## src/rtl/multi_tick_gen_if.sv

```systemverilog
// ---------------------------------------------------------------------------
// multi_tick_gen_if
// Bundles the run/configuration inputs and the per-channel tick outputs of
// multi_tick_gen. clk and reset stay plain ports on the module itself.
//
// Signals:
//   enable     global run enable; low freezes every channel
//   cfg_we     configuration write strobe
//   cfg_ch     channel addressed by cfg_we (CH_W bits)
//   cfg_max    new period in clk cycles (CNT_WIDTH bits)
//   cfg_mode   new mode: 00 off, 01 pulse, 10 toggle, 11 one-shot
//   start      per-channel restart/arm strobe (NUM_CH bits)
//   tick       one-cycle pulse per terminal count (NUM_CH bits)
//   wave       toggle output, flips each terminal count in mode 10
//   busy       channel is actively counting
//   rd_ch      (TICK_COUNT_EN only) channel selected for tick_count
//   tick_count (TICK_COUNT_EN only) registered saturating tick count
//
// Modports: master drives configuration (system side), slave is the
// generator.
// ---------------------------------------------------------------------------
interface multi_tick_gen_if #(
    parameter int NUM_CH    = 4,
    parameter int CNT_WIDTH = 32
);
    localparam int CH_W = (NUM_CH > 1) ? $clog2(NUM_CH) : 1;

    logic                 enable;
    logic                 cfg_we;
    logic [CH_W-1:0]      cfg_ch;
    logic [CNT_WIDTH-1:0] cfg_max;
    logic [1:0]           cfg_mode;
    logic [NUM_CH-1:0]    start;
    logic [NUM_CH-1:0]    tick;
    logic [NUM_CH-1:0]    wave;
    logic [NUM_CH-1:0]    busy;
`ifdef TICK_COUNT_EN
    logic [CH_W-1:0]      rd_ch;
    logic [15:0]          tick_count;
`endif

    modport master (
        output enable, cfg_we, cfg_ch, cfg_max, cfg_mode, start,
`ifdef TICK_COUNT_EN
        output rd_ch,
        input  tick_count,
`endif
        input  tick, wave, busy
    );

    modport slave (
        input  enable, cfg_we, cfg_ch, cfg_max, cfg_mode, start,
`ifdef TICK_COUNT_EN
        input  rd_ch,
        output tick_count,
`endif
        output tick, wave, busy
    );
endinterface

```

## src/rtl/multi_tick_gen.sv

```systemverilog
// ---------------------------------------------------------------------------
// multi_tick_gen
// Multi-channel tick / clock-enable generator. Each of NUM_CH channels has a
// runtime-programmable period and mode (off, periodic pulse, periodic toggle,
// one-shot). A channel with period N emits one registered tick every N
// enabled cycles; in toggle mode its wave output flips on every tick.
//
// Ports:
//   clk    system clock
//   reset  synchronous, active-high reset (overrides cfg_we and start)
//   bus    multi_tick_gen_if.slave: enable, cfg_we/cfg_ch/cfg_max/cfg_mode,
//          start[], tick[], wave[], busy[] (+ rd_ch/tick_count, see below)
//
// Optional feature macro TICK_COUNT_EN: when defined, each channel keeps a
// 16-bit saturating count of emitted ticks, readable through rd_ch with one
// cycle of latency on tick_count. Counts clear on reset and on cfg_we to the
// channel (start does not clear them).
// ---------------------------------------------------------------------------
module multi_tick_gen #(
    parameter int                   NUM_CH      = 4,
    parameter int                   CNT_WIDTH   = 32,
    parameter logic [CNT_WIDTH-1:0] DEFAULT_MAX = CNT_WIDTH'(50000000)
) (
    input  logic             clk,
    input  logic             reset,
    multi_tick_gen_if.slave  bus
);
    typedef enum logic [1:0] {
        MODE_OFF     = 2'b00,
        MODE_PULSE   = 2'b01,
        MODE_TOGGLE  = 2'b10,
        MODE_ONESHOT = 2'b11
    } mode_e;

    logic [CNT_WIDTH-1:0] period_q [NUM_CH];
    logic [CNT_WIDTH-1:0] period_d [NUM_CH];
    mode_e                mode_q   [NUM_CH];
    mode_e                mode_d   [NUM_CH];
    logic [CNT_WIDTH-1:0] cnt_q    [NUM_CH];
    logic [CNT_WIDTH-1:0] cnt_d    [NUM_CH];

    logic [NUM_CH-1:0] done_q, done_d;
    logic [NUM_CH-1:0] tick_q, tick_d;
    logic [NUM_CH-1:0] wave_q, wave_d;
    logic [NUM_CH-1:0] run;
    logic [NUM_CH-1:0] at_tc;
    logic [NUM_CH-1:0] cfg_hit;

    // Channel status decode. A channel counts only with a non-zero period,
    // a mode other than off, and not after its one-shot has fired.
    always_comb begin
        for (int i = 0; i < NUM_CH; i++) begin
            // Out-of-range cfg_ch values match no channel, so such writes
            // are dropped without extra logic.
            cfg_hit[i] = bus.cfg_we && (int'(bus.cfg_ch) == i);
            run[i]     = (mode_q[i] != MODE_OFF) &&
                         (period_q[i] != '0) &&
                         !((mode_q[i] == MODE_ONESHOT) && done_q[i]);
            // Only meaningful when run[i] is set (period non-zero), so the
            // subtraction never underflows where it matters.
            at_tc[i]   = (cnt_q[i] == (period_q[i] - CNT_WIDTH'(1)));
        end
    end

    // Next-state logic. Priority per channel: cfg_we, then start, then the
    // enabled count. cfg_we and start both suppress a tick that would
    // otherwise fire on a terminal-count cycle.
    always_comb begin
        for (int i = 0; i < NUM_CH; i++) begin
            period_d[i] = period_q[i];
            mode_d[i]   = mode_q[i];
            cnt_d[i]    = cnt_q[i];
            done_d[i]   = done_q[i];
            tick_d[i]   = 1'b0;
            wave_d[i]   = wave_q[i];

            if (cfg_hit[i]) begin
                period_d[i] = bus.cfg_max;
                mode_d[i]   = mode_e'(bus.cfg_mode);
                cnt_d[i]    = '0;
                done_d[i]   = 1'b0;
            end else if (bus.start[i]) begin
                cnt_d[i]    = '0;
                done_d[i]   = 1'b0;
            end else if (bus.enable && run[i]) begin
                if (at_tc[i]) begin
                    cnt_d[i]  = '0;
                    tick_d[i] = 1'b1;
                    if (mode_q[i] == MODE_TOGGLE) begin
                        wave_d[i] = ~wave_q[i];
                    end
                    if (mode_q[i] == MODE_ONESHOT) begin
                        done_d[i] = 1'b1;
                    end
                end else begin
                    cnt_d[i] = cnt_q[i] + CNT_WIDTH'(1);
                end
            end
        end
    end

    // Stage boundary: channel state registers.
    always_ff @(posedge clk) begin
        if (reset) begin
            for (int i = 0; i < NUM_CH; i++) begin
                period_q[i] <= DEFAULT_MAX;
                mode_q[i]   <= MODE_PULSE;
                cnt_q[i]    <= '0;
            end
            done_q <= '0;
            tick_q <= '0;
            wave_q <= '0;
        end else begin
            for (int i = 0; i < NUM_CH; i++) begin
                period_q[i] <= period_d[i];
                mode_q[i]   <= mode_d[i];
                cnt_q[i]    <= cnt_d[i];
            end
            done_q <= done_d;
            tick_q <= tick_d;
            wave_q <= wave_d;
        end
    end

    assign bus.tick = tick_q;
    assign bus.wave = wave_q;
    // busy is a pure function of configuration, so it stays valid while
    // enable is low.
    assign bus.busy = run;

`ifdef TICK_COUNT_EN
    logic [15:0] tcnt_q [NUM_CH];
    logic [15:0] tcnt_d [NUM_CH];
    logic [15:0] rd_q, rd_d;

    // Count follows tick_d so the count register and tick rise together.
    always_comb begin
        for (int i = 0; i < NUM_CH; i++) begin
            tcnt_d[i] = tcnt_q[i];
            if (cfg_hit[i]) begin
                tcnt_d[i] = '0;
            end else if (tick_d[i] && (tcnt_q[i] != 16'hFFFF)) begin
                tcnt_d[i] = tcnt_q[i] + 16'd1;
            end
        end
        rd_d = '0;
        for (int i = 0; i < NUM_CH; i++) begin
            if (int'(bus.rd_ch) == i) begin
                rd_d = tcnt_q[i];
            end
        end
    end

    // Stage boundary: tick counters and registered read port.
    always_ff @(posedge clk) begin
        if (reset) begin
            for (int i = 0; i < NUM_CH; i++) begin
                tcnt_q[i] <= '0;
            end
            rd_q <= '0;
        end else begin
            for (int i = 0; i < NUM_CH; i++) begin
                tcnt_q[i] <= tcnt_d[i];
            end
            rd_q <= rd_d;
        end
    end

    assign bus.tick_count = rd_q;
`endif

endmodule
```

## src/flat_wrapper.sv

```systemverilog
// flat-port wrapper written by rule: the top's interface ports become plain ports
module multi_tick_gen_flat 
#(
    parameter int                   NUM_CH      = 4,
    parameter int                   CNT_WIDTH   = 32,
    parameter logic [CNT_WIDTH-1:0] DEFAULT_MAX = CNT_WIDTH'(50000000)
)
  (clk, reset, bus_enable, bus_cfg_we, bus_cfg_ch, bus_cfg_max, bus_cfg_mode, bus_start, bus_tick, bus_wave, bus_busy);
  multi_tick_gen_if #(.NUM_CH(NUM_CH), .CNT_WIDTH(CNT_WIDTH)) bus_i ();
  input  logic clk;
  input  logic reset;
  input wire logic [$bits(bus_i.enable)-1:0] bus_enable;
  input wire logic [$bits(bus_i.cfg_we)-1:0] bus_cfg_we;
  input wire logic [$bits(bus_i.cfg_ch)-1:0] bus_cfg_ch;
  input wire logic [$bits(bus_i.cfg_max)-1:0] bus_cfg_max;
  input wire logic [$bits(bus_i.cfg_mode)-1:0] bus_cfg_mode;
  input wire logic [$bits(bus_i.start)-1:0] bus_start;
  output wire logic [$bits(bus_i.tick)-1:0] bus_tick;
  output wire logic [$bits(bus_i.wave)-1:0] bus_wave;
  output wire logic [$bits(bus_i.busy)-1:0] bus_busy;
  assign bus_i.enable = bus_enable;
  assign bus_i.cfg_we = bus_cfg_we;
  assign bus_i.cfg_ch = bus_cfg_ch;
  assign bus_i.cfg_max = bus_cfg_max;
  assign bus_i.cfg_mode = bus_cfg_mode;
  assign bus_i.start = bus_start;
  assign bus_tick = bus_i.tick;
  assign bus_wave = bus_i.wave;
  assign bus_busy = bus_i.busy;
  multi_tick_gen #(.NUM_CH(NUM_CH), .CNT_WIDTH(CNT_WIDTH), .DEFAULT_MAX(DEFAULT_MAX)) u_core (.clk(clk), .reset(reset), .bus(bus_i));
endmodule
```

## config.mk

```make
export PLATFORM = sky130hd
export DESIGN_NAME = multi_tick_gen_flat
export DESIGN_NICKNAME = d
export VERILOG_FILES = /design/src/rtl/multi_tick_gen_if.sv /design/src/rtl/multi_tick_gen.sv /design/src/flat_wrapper.sv
export SDC_FILE = /design/constraint.sdc
export NUM_CORES = 1
export LEC_CHECK = 0
export CORE_MARGIN = 4
export CORE_UTILIZATION = 46
export CTS_BUF_LIST = sky130_fd_sc_hd__clkbuf_4 sky130_fd_sc_hd__clkbuf_8 sky130_fd_sc_hd__clkbuf_16
export DETAILED_ROUTE_END_ITERATION = 7
export DONT_BUFFER_PORTS = 1
export SYNTH_ARGS = -nofsm -noshare
export SYNTH_HDL_FRONTEND = slang
export SYNTH_SLANG_ARGS = --single-unit
```

## constraint.sdc

```tcl
create_clock -name clk -period 4.34 [get_ports clk]
set_clock_uncertainty 0.15 [all_clocks]
set_input_delay 0.651 -clock clk [delete_from_list [all_inputs] [get_ports clk]]
set_output_delay 0.651 -clock clk [all_outputs]
set_load 0.05 [all_outputs]
```

==> impl_results.md <==
* Req. time, crit path at 3.54 ns
* Synth Area in Compound Gates at 0.0951
* Drt total wl at about 46000 um
* TNS Setup at 0 ns
* Post-CTS Setup Inserts at 0
* Arr. time, crit path at approximately 3.3 ns
* Wirelength per Cell at 18.5 um
* Max Root-Sink Buffers at 3
* First-pass GRT wire length at 73400 um
* Die footprint at 0.0379 mm2
* Max Freq at between 200 and 250 MHz
* Num rows at 68
* Syn-to-layout area delta at 8.25%
* Worst VDD drop at 282 uV
* Top-area cell type share of the netlist area at 0.345
* Adder-cell share of the synthesized area at 0.00625
* CTS Buf Count at 31
* Least-Margin Pin Slew at 1.28 ns
* DRT antenna net count at 0
* Final Hold Viols at 0
* Syn Inst Count at 2068
* RSZ-0062 raised after global routing: false
* Core area at 0.0345 mm2
* Largest family of logic cells by synthesized area: simple AND/OR/NAND/NOR gates
* Placed instance area at about 0.016 mm2
* HP Class: in2reg
* CTS root buf: clkbuf_16
* Die span in y at 195 um
* Total grt overflow at 0
* Antenna Cells at 0
* Fillers at 3338
* Avg Vias per Cell at roughly 5.8
* Reg clk slew, reported paths at 0.06 ns
* Initial antenna violation count at 1
* Vias in the first global route at around 13000
* Yosys top cell by area: dfxtp_1
* IO Count at between 50 and 60
* Flops & latches, synth at 276
* CP Class: reg2out
* Largest stage delay, worst path at approximately 0.67 ns
* Register area share after synthesis at 0.345
* H-tree levels at 1
* Simple-gate share of the synthesized area at 0.349
* Drt first pass iters at 5
* Synthesized area at 0.0160 mm2
* Netlist cell types at 77
* Max cap viols at 0
* Vias at 14300
* Post-Syn Nets at 2120
* Share of cells above drive strength 1 at 0.0598
* Power density cells at 333 mW/mm2
* Status: completed
* Crit path capture type: primary output
* WP buf/inv at 1
* Footprint of the multi-input gates at just under 0.01 mm2
* Initial Util at 0.465
* Hold slack at 0.0312 ns
* GPL Wtd Cong at 0.879
* Layout Nets at 2055
* Pin count of the biggest net entering global routing at 96
* Worst-path cell chain: inv_1 -> ha_1 -> or4b_2 -> or3_1 -> nor4b_1 -> nor2_1
* CTS tree: done
* DRC at 0
* Design area at about 0.017 mm2
* Slew margin rel. at 0.143
* Synthesis warning total at 0
* Setup Viol. Count Final at 0
* Number of synthesized flops with an enable pin at 0
* Port buffer count at 0
* Period utilization at 0.939
* Synth top area cells: dfxtp_1 34%, xnor2_1 9.6%, nand2_1 8.7%
* Kind of cell adding the most delay to the critical path: simple AND/OR/NAND/NOR gates
* Main flop type after synthesis: dfxtp_1
* Worst-path maximum fanout at 7
* Post-Syn Area per Cell at 7.75 um2
* Clock latency on the worst-skew pair at 0.57 ns
* Leakage power at 5.69 nW
* Die width at approximately 200 um
* Startpoint types: flop
* Initial DRC Count at 1066
* HPWL Detailed at ~33000 um
* GRT Total Usage at 0.234
* XOR/XNOR share of the synthesized area at 0.156
* FF+latch area at 0.00553 mm2
* Period minus WS final at 4.08 ns
* Max Slew Vio Count at 0
* Async set-reset flop share out of synthesis at 0
* Mux contribution to synthesized area at 0.00828
* Sink Count at 276
* Slowest CP cell: or4b_2
where the power goes:
group | switching, W | internal (W)
clock | 0.00106 | 0.00161
sequential | 0.0000913 | 0.00259
combinational | 0.000250 | 0.000177
state kept, by name (all words and copies together) (netlist names):
register	count
u_core.bus.tick	4
u_core.done_q	4
u_core.mode_q	8
u_core.period_q	128
u_core.bus.wave	4
u_core.cnt_q	128
cells in the mapped netlist, drive strengths merged, types with 42 or more instances:
cell	n
clkbuf	94
a21oi	113
dfxtp	276
nand3	65
xnor2	176
nand3b	61
nor4	48
xor2	109
inv	42
nand4	43
nand2	372
nor3	156
nor2	139
placed cells by master (no fill, tap or decap), types with 12 or more instances in the layout:
cell / synthesis / layout
nand3b_1: 61 / 61
a21oi_1: 113 / 113
nand3_1: 65 / 65
nor4_1: 41 / 41
clkbuf_16: 0 / 31
and4_1: 12 / 12
xor2_1: 109 / 109
and3_1: 27 / 27
o21ai_0: 27 / 27
nor2_1: 139 / 137
or3_1: 37 / 37
nand4_1: 43 / 43
nor4b_1: 13 / 13
or4_1: 36 / 36
buf_4: 3 / 22
inv_1: 42 / 42
a31oi_1: 14 / 14
xnor2_1: 176 / 176
nor3_1: 153 / 153
nand2_1: 372 / 372
dfxtp_1: 276 / 276
or2_2: 13 / 13
layer usage:
| layer | global-route usage | vias up | wire length (um) |
|---|---|---|---|
| li1 | - | 7110 | - |
| met1 | 0.323 | 6807 | 20900 |
| met2 | 0.372 | 351 | 20600 |
| met3 | 0.0503 | 76 | 3110 |
| met4 | 0.0648 | 2 | 1250 |
| met5 | 0.0102 | - | 45 |
path summary, 6_finish.rpt:
path	slack [ns]	end	cells past startpoint	from
max	0.26	bus_busy[1]	6	u_core.period_q[1][0]$_SDFFE_PP0P_
min	0.03	u_core.period_q[0][25]$_SDFFE_PP1P_	1	reset
max reg2reg	0.40	u_core.cnt_q[2][5]$_SDFFE_PP0P_	11	u_core.period_q[2][0]$_SDFFE_PP0P_
min reg2reg	0.32	u_core.done_q[3]$_SDFFE_PP0P_	2	u_core.done_q[3]$_SDFFE_PP0P_
timing repair:
action | in CTS | in global routing
resized for setup | 0 | 0
hold endpoints to repair | 51 | 0
hold buffers | 1 | 0
per-stage QoR:
step                worst slack [ns]  utilization  total power (W)  cells
floorplan                      0.745            -          0.00306   2068
global placement               0.481        0.473          0.00314   2424
detailed placement             0.420        0.473          0.00315   2424
CTS                            0.270        0.503          0.00583   2478
global route                   0.109        0.503          0.00600   2478
finish                         0.264        0.503          0.00578   2478
area by class of cell:
| class | instances | area share |
|---|---|---|
| multi-input cells | 1629 | 0.569 |
| flip-flops and latches | 276 | 0.319 |
| clock buffers | 48 | 0.0550 |
| well taps | 455 | 0.0328 |
| repair buffers | 23 | 0.0107 |
| inverters | 42 | 0.00909 |
| clock inverters | 5 | 0.00462 |
cell families after synthesis:
logic type | Yosys count
flops | 276
xor+xnor | 285
mux | 13
compound gates | 240
simple gates | 1083
buf+inv | 163
fa+ha+maj | 8
Note: power is estimated with default switching activity, not from simulation.
